**src/rtl/iir_out_quant.sv**
```systemverilog
`default_nettype none
// ============================================================================
// Module   : iir_out_quant
// Function : Rounds and saturates the SOS cascade result, then buffers it in
//            a small FIFO with a valid/ready output handshake.
// Option   : IIR_OUT_CONVERGENT_ROUND_EN selects round-half-to-even.
// Revision : 1.0
// ============================================================================

module iir_out_quant #(
  parameter int WII   = 23,
  parameter int WFI   = 44,
  parameter int WIQ   = 5,
  parameter int WFQ   = 11,
  parameter int DEPTH = 4
) (
  input  logic                       CLK,
  input  logic                       RST,
  input  logic [WII+WFI-1:0]         din,
  input  logic                       in_valid,
  output logic [WIQ+WFQ-1:0]         out_data,
  output logic                       out_valid,
  input  logic                       out_ready,
  input  logic                       clr_flags,
  output logic                       ovf_sticky,
  output logic                       drop_sticky,
  output logic [$clog2(DEPTH):0]     level
);

  localparam int W_IN  = WII + WFI;
  localparam int W_EXT = W_IN + 1;
  localparam int D     = WFI - WFQ;
  localparam int W_RND = WII + 1 + WFQ;
  localparam int W_OUT = WIQ + WFQ;
  localparam int W_TOP = W_RND - W_OUT + 1;
  localparam int AW    = $clog2(DEPTH);
  localparam int LW    = AW + 1;

  localparam logic [W_EXT-1:0] C_HALF = {{(W_EXT-1){1'b0}}, 1'b1} << (D - 1);
  localparam logic [W_OUT-1:0] C_MAX  = {1'b0, {(W_OUT-1){1'b1}}};
  localparam logic [W_OUT-1:0] C_MIN  = {1'b1, {(W_OUT-1){1'b0}}};

  if (WFI <= WFQ || WII < WIQ) begin : g_bad_widths
    $error("iir_out_quant: requires WFI > WFQ and WII >= WIQ");
  end
  if (DEPTH < 2 || (DEPTH & (DEPTH - 1)) != 0) begin : g_bad_depth
    $error("iir_out_quant: DEPTH must be a power of 2 and >= 2");
  end

  // Pipeline, FIFO and flag state
  logic [W_RND-1:0] s1_data_q, s1_data_d;
  logic             s1_valid_q;
  logic [W_OUT-1:0] s2_data_q, s2_data_d;
  logic             s2_valid_q;
  logic [W_OUT-1:0] mem_q [DEPTH];
  logic [LW-1:0]    wr_ptr_q, wr_ptr_d;
  logic [LW-1:0]    rd_ptr_q, rd_ptr_d;
  logic [W_OUT-1:0] out_data_q, out_data_d;
  logic             ovf_q, ovf_d;
  logic             drop_q, drop_d;

  logic [W_EXT-1:0] din_ext;
  logic [W_TOP-1:0] top;
  logic             in_range;
  logic [LW-1:0]    level_w;
  logic [LW-1:0]    cnt_d;
  logic             full;
  logic             pop;
  logic             wr_en;
  logic             drop_evt;

  // Stage 1: sign-extend by one bit so adding the half-LSB can never wrap
  always_comb begin
    din_ext   = {din[W_IN-1], din};
    s1_data_d = W_RND'((din_ext + C_HALF) >> D);
`ifdef IIR_OUT_CONVERGENT_ROUND_EN
    if ((din[D-1:0] == C_HALF[D-1:0]) && !din[D]) begin
      s1_data_d = W_RND'(din_ext >> D);
    end
`endif
  end

  // Stage 2: value fits when all bits above the output sign agree with it
  always_comb begin
    top       = s1_data_q[W_RND-1:W_OUT-1];
    in_range  = (&top) | ~(|top);
    s2_data_d = s1_data_q[W_OUT-1:0];
    if (!in_range) begin
      s2_data_d = s1_data_q[W_RND-1] ? C_MIN : C_MAX;
    end
  end

  // FIFO control: a full FIFO still accepts a write when a pop frees a slot
  always_comb begin
    level_w  = wr_ptr_q - rd_ptr_q;
    full     = (level_w == LW'(DEPTH));
    pop      = out_valid & out_ready;
    wr_en    = s2_valid_q & (~full | pop);
    drop_evt = s2_valid_q & full & ~pop;
    wr_ptr_d = wr_ptr_q + LW'(wr_en);
    rd_ptr_d = rd_ptr_q + LW'(pop);
    cnt_d    = wr_ptr_d - rd_ptr_d;

    out_data_d = out_data_q;
    if (wr_en && (wr_ptr_q == rd_ptr_d)) begin
      out_data_d = s2_data_q;
    end else if (cnt_d != '0) begin
      out_data_d = mem_q[rd_ptr_d[AW-1:0]];
    end

    ovf_d  = (ovf_q & ~clr_flags) | (s1_valid_q & ~in_range);
    drop_d = (drop_q & ~clr_flags) | drop_evt;
  end

  always_ff @(posedge CLK or posedge RST) begin
    if (RST) begin
      s1_data_q  <= '0;
      s1_valid_q <= 1'b0;
      s2_data_q  <= '0;
      s2_valid_q <= 1'b0;
      wr_ptr_q   <= '0;
      rd_ptr_q   <= '0;
      out_data_q <= '0;
      ovf_q      <= 1'b0;
      drop_q     <= 1'b0;
    end else begin
      s1_valid_q <= in_valid;
      s2_valid_q <= s1_valid_q;
      if (in_valid) begin
        s1_data_q <= s1_data_d;
      end
      if (s1_valid_q) begin
        s2_data_q <= s2_data_d;
      end
      wr_ptr_q   <= wr_ptr_d;
      rd_ptr_q   <= rd_ptr_d;
      out_data_q <= out_data_d;
      ovf_q      <= ovf_d;
      drop_q     <= drop_d;
    end
  end

  // Storage needs no reset: the pointers define which entries are live
  always_ff @(posedge CLK) begin
    if (wr_en) begin
      mem_q[wr_ptr_q[AW-1:0]] <= s2_data_q;
    end
  end

  assign out_data    = out_data_q;
  assign out_valid   = (level_w != '0);
  assign level       = level_w;
  assign ovf_sticky  = ovf_q;
  assign drop_sticky = drop_q;

endmodule

`default_nettype wire

```
**config.mk**
```make
export PLATFORM = sky130hd
export DESIGN_NAME = iir_out_quant
export DESIGN_NICKNAME = d
export VERILOG_FILES = /design/src/rtl/iir_out_quant.sv
export SDC_FILE = /design/constraint.sdc
export NUM_CORES = 1
export LEC_CHECK = 0
export ABC_AREA = 1
export BUFFER_PORTS_ARGS = -buffer_cell sky130_fd_sc_hd__buf_2
export CORE_MARGIN = 3
export CORE_UTILIZATION = 55
export CTS_CLUSTER_DIAMETER = 60
export DETAILED_ROUTE_END_ITERATION = 6
export PLACE_DENSITY = 0.77
export SKIP_CTS_REPAIR_TIMING = 1
export SLEW_MARGIN = 30
export SYNTH_ARGS = -nofsm -noshare
export SYNTH_HDL_FRONTEND = slang
export SYNTH_SLANG_ARGS = --single-unit
```
**constraint.sdc**
```tcl
create_clock -name CLK -period 4.17 [get_ports CLK]
set_input_delay 0.417 -clock CLK [delete_from_list [all_inputs] [get_ports CLK]]
set_output_delay 0.417 -clock CLK [all_outputs]
set_load 0.02 [all_outputs]
```
==> reports/metrics.yaml <==
outcome: "completed"
cp_max_fo: 16
rsz0062_at_grt: "no"
ys_warn_count: 0
leakage_nw: 3.75
setup_tns_ns: 0
postRouteAntennaNets: 0
drt_iter0_drc: 416
gp_congestion: 0.952
drcViolationCount: 0
drv_cap: 0
hp-class: "input port to async pin"
endpoint: "out_data[2]$_DFFE_PP0P_"
startpoint_type: "flop"
grt_first_pass_wirelength_mm: 27.2
power.density_mw_per_mm2: 790
period_needed_ns: 3.81
post_drt_wl_per_cell_um: 14.9
syn_nets: 938
timing.rr.start: "wr_ptr_q[0]$_DFF_PP0_"
drive_gt1_frac: 0.133
reg2reg_to: "out_data[2]$_DFFE_PP0P_"
final_max_slew_viol_count: 0
port-buffer-count: 61
wl_met3_mm: 1.00
core_mm2: 0.0123
clock-sinks: 141
via_count: 5898
max_freq_mhz: 262
placedCellCount: 1067
grt_overflow: 0
worst_pin_slew_ns: 0.942
place_hpwl_mm: 11.4
final-instance-count-excl-fill: 1100
cts_tree: "built"
num_antenna_cells: 0
ff2ff_path_depth: 19
rrSetupSlack_ns: 0.36
synth_cell_types: 33
wl_met1_mm: 7.05
syn-cell-area_mm2: 0.00707
worst_ir_drop_vdd_v: 0.000423
setup_viol: 0
avgViaCountPerCell: 5.36
die_area_mm2: 0.0143
critPathCaptureType: "flop"
nets: 1000
die_w_um: 119
synth-seq-area-share: 0.544
path_clk_slew_ns: 0.06
htree_levels: 4
ys_ff_latch: 141
dr_wl_met2_mm: 7.97
crit_required_ns: 4.52
grt_use_total: 0.240
io_pins: 94
postLayoutCoreUtil: 0.667
grt_antenna_before_repair: 0
post-route-period-util: 0.914
wirelength_mm: 16.4
die-height_um: 119
timing_hold_violations_final: 0
synth_cells: 857
cts_made_buffers: 17
clock-skew-final_ns: 0.00694
rows: 40
top_layer_used: "met4"
start_util: 0.575
first_pass_iters: 5
syn2layout_area_growth_pct: 16.1
max-clock-path-buffers: 2
path_class: "flop to flop"
slew_headroom: 0.371
clkLatencyLatePin_ns: 0.41
critPathArrivalTime_ns: 4.16
cts_root_buf: "clkbuf_16"
startpoint: "wr_ptr_q[0]$_DFF_PP0_"
syn_area_per_cell_um2: 8.25
grt_pass1_vias: 5696
grt_start_max_net_pins: 59
-- cells in the final DEF, fill, tap and decap left out, types with 2 or more instances in the layout --
master        n
nand3_4       3
nor3_2        5
clkinv_2      2
clkinvlp_4    2
clkbuf_16    17
buf_2        61
nand2_2       3
o21ai_0      42
nor2_1      109
xor2_1        2
nand3_1      51
nand2_1     307
buf_4        12
clkinv_4      6
a31oi_1      17
a21oi_1       7
inv_2         3
inv_1        64
dfrtp_1      77
o22ai_1      17
nand4_1      23
bufinv_16     5
edfxtp_1     64
nor3_1       12
ha_1          8
-- layer usage --
metal,GRT usage,vias up
met1,0.312,2696
met3,0.0565,31
met2,0.396,217
li1,-,2954
met4,0.0859,0
met5,0,-
-- flip-flops by register name, summed over array words and instances (netlist names), 3 cells and up --
signal / flops
mem_q: 64
out_data: 16
rd_ptr_q: 3
s1_data_q: 35
s2_data_q: 16
wr_ptr_q: 3
-- worst max-delay path: stages (launching register included) --
cell and delay (ns):
dfrtp_1 0.48, inv_1 0.14, ha_1 0.23, fa_1 0.52, nand2_1 0.06, nor2_1 0.22
nand3_4 0.10, nand2_1 0.19, inv_1 0.07, ha_1 0.18, ha_1 0.28, ha_1 0.31
a21oi_1 0.27, inv_1 0.09, nand2_1 0.07, nand2_1 0.08, nor2_4 0.13, buf_12 0.14
nand3_1 0.08, nand2_1 0.09
-- report_power, final --
group	switching, mW	total, mW	leakage, nW	internal [mW]
registers	0.160	1.99	1.50	1.83
logic	1.91	2.87	1.95	0.957
clock network	0.576	1.64	0.310	1.06
-- synthesized netlist by cell type --
| cell type | n | area (µm²) |
|---|---|---|
| nand2_1 | 307 | 1150 |
| nor2_1 | 109 | 409 |
| dfrtp_1 | 77 | 1930 |
| inv_1 | 65 | 244 |
| edfxtp_1 | 64 | 1920 |
| nand3_1 | 51 | 255 |
| o21ai_0 | 42 | 210 |
| nand4_1 | 23 | 144 |
| clkbuf_1 | 19 | 71.3 |
| a31oi_1 | 17 | 106 |
| o22ai_1 | 17 | 106 |
| nor3_1 | 16 | 80.1 |
| ha_1 | 8 | 100 |
| a21oi_1 | 7 | 35.0 |
| buf_2 | 6 | 30.0 |
| buf_6 | 4 | 45.0 |
| inv_2 | 3 | 11.3 |
| nand2_2 | 3 | 18.8 |
| nand3_4 | 3 | 52.6 |
| buf_4 | 2 | 15.0 |
| xor2_1 | 2 | 17.5 |
| clkinv_1 | 1 | 3.75 |
| fa_1 | 1 | 20.0 |
| nand3b_1 | 1 | 7.51 |
| nor2_2 | 1 | 6.26 |
| nor2_4 | 1 | 11.3 |
| nor2_8 | 1 | 20.0 |
| nor3_2 | 1 | 10.0 |
| nor3b_1 | 1 | 7.51 |
| o21ai_1 | 1 | 5.00 |
| o31ai_1 | 1 | 7.51 |
| or2_0 | 1 | 6.26 |
| xnor2_2 | 1 | 16.3 |
-- per-stage QoR --
| step | area [µm²] | hold slack (ns) | power, mW | worst slack [ns] |
|---|---|---|---|---|
| floorplan | 7070 | 0.352 | 4.13 | 0.514 |
| global placement | 7540 | 0.459 | 4.71 | 0.422 |
| detailed placement | 7540 | 0.468 | 4.79 | 0.303 |
| CTS | 8190 | 0.0569 | 6.45 | 0.277 |
| global route | 8210 | 0.0676 | 6.95 | 0.0905 |
| finish | 8210 | 0.0496 | 6.49 | 0.357 |
-- final cells by class --
cell class	count	area (µm²)
inverter	69	264
sequential	141	3850
multi-input combinational	616	2830
tap	168	210
clock inverter	14	219
timing repair buffer	74	415
clock buffer	18	429
fill	1045	4100
-- cells by family (layout without fill, tap and decap cells) --
logic type,Yosys count,count (layout),share of synthesized area
compound gates,85,85,0.0665
xor+xnor,3,3,0.00478
buf+inv,100,175,0.0594
flops,141,141,0.544
fa+ha+maj,9,9,0.0170
simple gates,519,519,0.308
-- how the worst min path moves through the flow --
stage	start	to	slack (ns)	depth (start not counted)
after global routing	RST	s1_data_q[31]$_DFFE_PP0P_	0.07	2
final	RST	s2_data_q[3]$_DFFE_PP0P_	0.05	2
after global placement	s1_data_q[0]$_DFFE_PP0P_	s1_data_q[0]$_DFFE_PP0P_	0.46	2
after floorplan	s1_valid_q$_DFF_PP0_	s2_valid_q$_DFF_PP0_	0.35	0
after detailed placement	s1_data_q[0]$_DFFE_PP0P_	s1_data_q[0]$_DFFE_PP0P_	0.47	2
after CTS	RST	s2_data_q[3]$_DFFE_PP0P_	0.06	2
No activity file was read; power rests on OpenSTA's default activity.
